## config.mk

```make
export PLATFORM = sky130hd
export DESIGN_NAME = fifo_uart_tx_flat
export DESIGN_NICKNAME = d
export VERILOG_FILES = /design/src/rtl/fifo_uart_tx_pkg.sv /design/src/rtl/fifo_uart_tx_if.sv /design/src/rtl/fifo_uart_tx_baud_gen.sv /design/src/rtl/fifo_uart_tx.sv /design/src/flat_wrapper.sv
export SDC_FILE = /design/constraint.sdc
export NUM_CORES = 1
export LEC_CHECK = 0
export CAP_MARGIN = 20
export CORE_UTILIZATION = 40
export CTS_CLUSTER_DIAMETER = 30
export DETAILED_ROUTE_END_ITERATION = 8
export GPL_TIMING_DRIVEN = 0
export SYNTH_ARGS = -nofsm -noshare
export SYNTH_HDL_FRONTEND = slang
export SYNTH_SLANG_ARGS = --single-unit
```

## constraint.sdc

```tcl
create_clock -name clk_i -period 3.66 [get_ports clk_i]
set_clock_uncertainty 0.15 [all_clocks]
set_input_delay 0.915 -clock clk_i [delete_from_list [all_inputs] [get_ports clk_i]]
set_output_delay 0.915 -clock clk_i [all_outputs]
set_load 0.05 [all_outputs]
```

## src/rtl/fifo_uart_tx_pkg.sv

```systemverilog
// Shared types and frame geometry for the FIFO-fed UART transmitter.
// FIFO_UART_TX_PARITY_EN adds the even-parity bit to every frame.
package fifo_uart_tx_pkg;

   typedef enum logic [2:0] {
      TX_IDLE   = 3'd0,
      TX_START  = 3'd1,
      TX_DATA   = 3'd2,
      TX_PARITY = 3'd3,
      TX_STOP   = 3'd4
   } tx_state_t;

   localparam int DATA_WIDTH = 8;

   // start + data + [parity] + stop
   function automatic int frame_bits(input int width);
`ifdef FIFO_UART_TX_PARITY_EN
      return width + 3;
`else
      return width + 2;
`endif
   endfunction

   localparam int FRAME_BITS = frame_bits(DATA_WIDTH);

endpackage

```

## src/rtl/fifo_uart_tx_if.sv

```systemverilog
// FIFO read-port bundle: head word, occupancy and pop strobe.
// master = FIFO side, slave = the single reader.
interface fifo_uart_tx_if #(
   parameter int WIDTH  = 8,
   parameter int SIZE_W = 4
);
   logic [WIDTH-1:0]  fifo_data;
   logic [SIZE_W-1:0] fifo_size;
   logic              fifo_get;

   modport master (output fifo_data, output fifo_size, input fifo_get);
   modport slave  (input fifo_data, input fifo_size, output fifo_get);
endinterface

```

## src/rtl/fifo_uart_tx_baud_gen.sv

```systemverilog
// Bit-time divider: tick_o pulses on the last cycle of every CLKS_PER_BIT-cycle bit time.
// clear_i holds the count at zero so a new frame starts on a fresh bit boundary.
module uart_baud_gen #(
   parameter int CLKS_PER_BIT = 16
) (
   input  logic clk_i,
   input  logic rst_i,
   input  logic clear_i,
   output logic tick_o
);
   localparam int CNT_W = $clog2(CLKS_PER_BIT);
   localparam logic [CNT_W-1:0] LAST = CNT_W'(CLKS_PER_BIT - 1);

   logic [CNT_W-1:0] cnt_q, cnt_d;

   always_comb begin
      cnt_d = cnt_q + 1'b1;
      if (clear_i || (cnt_q == LAST)) cnt_d = '0;
   end

   always_ff @(posedge clk_i or negedge rst_i) begin
      if (!rst_i) cnt_q <= '0;
      else        cnt_q <= cnt_d;
   end

   assign tick_o = (cnt_q == LAST);

endmodule

```

## src/rtl/fifo_uart_tx.sv

```systemverilog
// FIFO reader + UART serialiser (8N1, 8E1 with FIFO_UART_TX_PARITY_EN); tx falls 1 clk after a word is seen.
// Pops only when enable_i and FIFO non-empty; a started frame always completes, back-to-back frames have no gap.
module fifo_uart_tx
   import fifo_uart_tx_pkg::*;
#(
   parameter int CLKS_PER_BIT = 16,
   parameter int WIDTH        = 8,
   parameter int SIZE_W       = 4
) (
   input  logic          clk_i,
   input  logic          rst_i,
   input  logic          enable_i,
   fifo_uart_tx_if.slave rd,
   output logic          tx_o,
   output logic          busy_o
);
   localparam int BIT_W = $clog2(WIDTH);

   localparam logic [2:0] ST_IDLE   = TX_IDLE;
   localparam logic [2:0] ST_START  = TX_START;
   localparam logic [2:0] ST_DATA   = TX_DATA;
   localparam logic [2:0] ST_STOP   = TX_STOP;
`ifdef FIFO_UART_TX_PARITY_EN
   localparam logic [2:0] ST_PARITY = TX_PARITY;
`endif

   logic [2:0]        state_q, state_d;
   logic [WIDTH-1:0]  shreg_q, shreg_d;
   logic [BIT_W-1:0]  bit_q, bit_d;
   logic              tx_q, tx_d;
   logic              busy_q, busy_d;
   logic              get_q, get_d;
`ifdef FIFO_UART_TX_PARITY_EN
   logic              par_q, par_d;
`endif

   logic [WIDTH-1:0]  head_w;
   logic [SIZE_W-1:0] size_w;
   logic              tick, load;

   assign head_w = rd.fifo_data;
   assign size_w = rd.fifo_size;

   // The STOP->START reload on the final tick is what gives gapless back-to-back frames.
   assign load = enable_i && (size_w != '0) &&
                 ((state_q == ST_IDLE) || ((state_q == ST_STOP) && tick));

   uart_baud_gen #(
      .CLKS_PER_BIT (CLKS_PER_BIT)
   ) u_baud (
      .clk_i   (clk_i),
      .rst_i   (rst_i),
      .clear_i ((state_q == ST_IDLE) || load),
      .tick_o  (tick)
   );

   always_comb begin
      state_d = state_q;
      shreg_d = shreg_q;
      bit_d   = bit_q;
      tx_d    = tx_q;
      busy_d  = busy_q;
      get_d   = 1'b0;
`ifdef FIFO_UART_TX_PARITY_EN
      par_d   = par_q;
`endif
      if (load) begin
         state_d = ST_START;
         shreg_d = head_w;
         bit_d   = '0;
         tx_d    = 1'b0;
         busy_d  = 1'b1;
         get_d   = 1'b1;
`ifdef FIFO_UART_TX_PARITY_EN
         par_d   = ^head_w;
`endif
      end else if (tick) begin
         case (state_q)
            ST_START: begin
               state_d = ST_DATA;
               tx_d    = shreg_q[0];
               shreg_d = shreg_q >> 1;
            end
            ST_DATA: begin
               if (bit_q == BIT_W'(WIDTH - 1)) begin
`ifdef FIFO_UART_TX_PARITY_EN
                  state_d = ST_PARITY;
                  tx_d    = par_q;
`else
                  state_d = ST_STOP;
                  tx_d    = 1'b1;
`endif
               end else begin
                  bit_d   = bit_q + 1'b1;
                  tx_d    = shreg_q[0];
                  shreg_d = shreg_q >> 1;
               end
            end
`ifdef FIFO_UART_TX_PARITY_EN
            ST_PARITY: begin
               state_d = ST_STOP;
               tx_d    = 1'b1;
            end
`endif
            default: begin
               state_d = ST_IDLE;
               tx_d    = 1'b1;
               busy_d  = 1'b0;
               bit_d   = '0;
            end
         endcase
      end
   end

   always_ff @(posedge clk_i or negedge rst_i) begin
      if (!rst_i) begin
         state_q <= ST_IDLE;
         shreg_q <= '0;
         bit_q   <= '0;
         tx_q    <= 1'b1;
         busy_q  <= 1'b0;
         get_q   <= 1'b0;
`ifdef FIFO_UART_TX_PARITY_EN
         par_q   <= 1'b0;
`endif
      end else begin
         state_q <= state_d;
         shreg_q <= shreg_d;
         bit_q   <= bit_d;
         tx_q    <= tx_d;
         busy_q  <= busy_d;
         get_q   <= get_d;
`ifdef FIFO_UART_TX_PARITY_EN
         par_q   <= par_d;
`endif
      end
   end

   assign tx_o        = tx_q;
   assign busy_o      = busy_q;
   assign rd.fifo_get = get_q;

endmodule

```

## src/flat_wrapper.sv

```systemverilog
// flat-port wrapper written by rule: the top's interface ports become plain ports
module fifo_uart_tx_flat import fifo_uart_tx_pkg::*;
#(
   parameter int CLKS_PER_BIT = 16,
   parameter int WIDTH        = 8,
   parameter int SIZE_W       = 4
)
  (clk_i, rst_i, enable_i, tx_o, busy_o, rd_fifo_data, rd_fifo_size, rd_fifo_get);
  fifo_uart_tx_if #(.WIDTH(WIDTH), .SIZE_W(SIZE_W)) rd_i ();
  input  logic clk_i;
  input  logic rst_i;
  input  logic enable_i;
  output logic tx_o;
  output logic busy_o;
  input wire logic [$bits(rd_i.fifo_data)-1:0] rd_fifo_data;
  input wire logic [$bits(rd_i.fifo_size)-1:0] rd_fifo_size;
  output wire logic [$bits(rd_i.fifo_get)-1:0] rd_fifo_get;
  assign rd_i.fifo_data = rd_fifo_data;
  assign rd_i.fifo_size = rd_fifo_size;
  assign rd_fifo_get = rd_i.fifo_get;
  fifo_uart_tx #(.CLKS_PER_BIT(CLKS_PER_BIT), .WIDTH(WIDTH), .SIZE_W(SIZE_W)) u_core (.clk_i(clk_i), .rst_i(rst_i), .enable_i(enable_i), .rd(rd_i), .tx_o(tx_o), .busy_o(busy_o));
endmodule
```

==> reports/results.tsv <==
stage	metric	value	unit
critical_path	cp_max_fo	2	
power_and_ir_drop	switching_power	0.00007766	W
power_and_ir_drop	swShare	0.2089	
sta	setup_viol_count_final	0	
sta	max_freq	370.3	MHz
clocking	cts_sinks	21	
synth	synth_cell_type_count	31	
route	wl	1.805	mm
placement	dp_cells	149	
finish	n_fill_cell	248	
route	drtIter0Drc	5	
route	via_count	774	
sta	rsz0062_at_grt	false	
clocking	post_cts_buffers	0	
power_and_ir_drop	clock_power_share	0.295	
power_and_ir_drop	peakVddDrop	0.0001820	V
sta	post-route-period-util	0.7378	
clocking	cts_root_buf	clkbuf_4	
clocking	numCtsBuffers	3	
route	antenna_left	0	
finish	area_delta_synth_final	22.61	%
synth	synth_edf_count	0	
finish	insertedDiodeCount	0	
finish	num-nets-final	142	
worst_hold_path	min_path_type	flip-flop to flip-flop	
clocking	clk_pin_slew	0.11	ns
synth	yosys_warnings	0	
power_and_ir_drop	total_power	0.0003717	W
global_routing	antenna_found_initial	0	
synth	synth_area	1035	um2
power_and_ir_drop	power.density	293.0	nW/um2
sta	finalMaxSlewViolations	0	
placement	dp_slack	0.6734	ns
synth	async_reset_ff_frac	1.000	
critical_path	critPathCaptureType	output pin	
critical_path	r2r-start	u_core.bit_q[0]$_DFFE_PN0P_	
global_routing	grt_pass1_vias	757	
sta	finalWorstSetupSlack	0.9596	ns
critical_path	timing_worst_setup_path_type	flip-flop to output pin	
placement	gp_congestion	0.7890	
clocking	cts_resized	0	
floorplan	rows	18	
critical_path	path_cells	clkdlybuf4s50_1	
finish	final_cells	153	
floorplan	start_util	0.4215	
sta	tightest_slew	0.9067	ns
power_and_ir_drop	p_leak	0.5476	nW
synth	synth_fp_nets	120	
placement	port_buffers	17	
floorplan	die_x	52.86	um
clocking	clk_latency	0.30	ns
sta	fin_hold_ws	0.3158	ns
route	vias_per_cell	5.059	
clocking	cts_hold_repair.buffers	0	
synth	synth_flop_cell	dfrtp_1	
floorplan	dieArea	2794	um2
critical_path	required	2.59	ns
critical_path	critical-path-top-delay-family	buffers and inverters	
global_routing	grt_max_degree	22	
route	post_drt_wl_per_cell	11.80	um
synth	synth.area.top_cells	dfrtp_1 (48%), mux2i_1 (8.7%), nor2_1 (5.4%)	
global_routing	grt_pass1_wl	3.201	mm
synth	syn-instance-count	102	
global_routing	grt_overflow	0	
status	status	finished, final reports clean	
floorplan	fp.dieH	52.86	um
finish	drive_gt1_frac	0.08130	
sta	tns	0	ns
critical_path	slowest_delay	0.79	ns
route	drc_errors	0	
route	dr.pass1.iters	4	
flow_run	maxCapViolCount	0	
floorplan	io_pins	18	
global_routing	grt_util_all_layers	0.1598	
floorplan	core	2455	um2
power_and_ir_drop	p_int	0.0002940	W
power_and_ir_drop	seq_power_share	0.639	
clocking	h-tree-depth	1	
worst_hold_path	min-delay-start	u_core.u_baud.cnt_q[0]$_DFF_PN0_	
critical_path	start_kind	flip-flop	
sta	period_minus_slack	2.700	ns
synth	synth-seq-cells	21	
synth	synth-seq-area-share	0.5091	
clocking	clock_path_buffers	2	
critical_path	worstPathArrival	1.64	ns
power_and_ir_drop	pwr-share-comb	0.066	
critical_path	startpoint	u_core.tx_o$_DFFE_PN1P_	
sta	relSlewSlack	0.3936	
sta	finalHoldViolCount	0	
synth	synth_top_area_cell	dfrtp_1	
placement	hpwl	1.338	mm
synth	syn_area_per_cell	10.14	um2
critical_path	slowest_stage	clkdlybuf4s50_1	
synth	yosys.area.top_type_share	0.4837	
critical_path	path_buf_inv	1	
clocking	cts_tree	done	
## area by class of cell
type	instances	area, um2	share of cell area
plain buffers	5	22.52	0.01775
clock buffers	4	26.28	0.02071
inverters	6	22.52	0.01775
multi-input cells	70	462.9	0.3649
flip-flops and latches	21	526.8	0.4152
well taps	30	37.54	0.02959
repair buffers	17	170.2	0.1341
## flip-flops by register name (all words and copies together), names as in the netlist
name and cells:
u_core.shreg_q 8, u_core.tx_o 1, u_core.busy_o 1, u_core.u_baud.cnt_q 4
u_core.bit_q 3, u_core.state_q 3, u_core.rd.fifo_get 1
## metrics by stage
| step | instance area, um2 | utilization |
|---|---|---|
| 5_1_grt | 1269 | 0.5168 |
| 6_report | 1269 | 0.5168 |
| 3_3_place_gp | 1242 | 0.5061 |
| 4_1_cts | 1269 | 0.5168 |
| 2_1_floorplan | 1035 | - |
| 3_5_place_dp | 1242 | 0.5061 |
## routing by layer
metal | wire, um | GRT usage | vias up
met5 | 0 | 0 | -
met4 | 19 | 0.06579 | 0
met3 | 97 | 0.03448 | 2
met2 | 848 | 0.2658 | 26
met1 | 840 | 0.1986 | 351
li1 | - | - | 395
## cell usage in the layout, fill, tap and decap left out, types with 2 or more instances in the layout
cell type,count
nand3_1,2
o31ai_1,2
nand2_1,6
nor2_1,15
clkbuf_4,3
nor3_1,4
inv_1,5
mux2i_1,9
ha_1,3
buf_2,3
clkbuf_1,3
clkdlybuf4s50_1,17
o21ai_0,6
a21oi_1,7
dfrtp_1,20
## cell usage after synthesis, drive strengths merged, types with 2 or more instances
cell    instances
a21oi           8
buf             3
clkbuf          2
dfrtp          20
ha              3
inv             6
mux2i           9
nand2           6
nand3           2
nor2           15
nor3            4
o21ai           6
o31ai           2
## cells by family (layout without fill, tap and decap cells)
logic type                 Yosys count  after routing  synth area share
buffers and inverters               11             32           0.04353
xor gates and xnor gates             2              2           0.01693
DFF                                 21             21            0.5091
adders and majority gates            3              3           0.03628
muxes                               10             10           0.09795
and+or+nand+nor                     32             32            0.1451
AOI/OAI and AO/OA                   23             23            0.1512
## power groups by stage
stage	registers [W]	clock network, W	logic, W
final	0.000237	0.000110	0.0000247
after global routing	0.000238	0.000129	0.0000275
after CTS	0.000238	0.000117	0.0000254
after detailed placement	0.000242	0	0.0000253
after global placement	0.000242	0	0.0000250
after floorplan	0.000241	0	0.00000518
## final timing paths
path	endpoint	slack [ns]	cells after the start
worst max register to register	u_core.shreg_q[5]$_DFFE_PN0P_	1.53	6
min in group asynchronous	u_core.u_baud.cnt_q[2]$_DFF_PN0_	0.96	1
max in group asynchronous	u_core.shreg_q[7]$_DFFE_PN0P_	1.84	1
worst max-delay path	tx_o	0.96	1
worst min register to register	u_core.u_baud.cnt_q[0]$_DFF_PN0_	0.32	1
worst min-delay path	u_core.u_baud.cnt_q[0]$_DFF_PN0_	0.32	1
(Power assumes the default switching activity.)
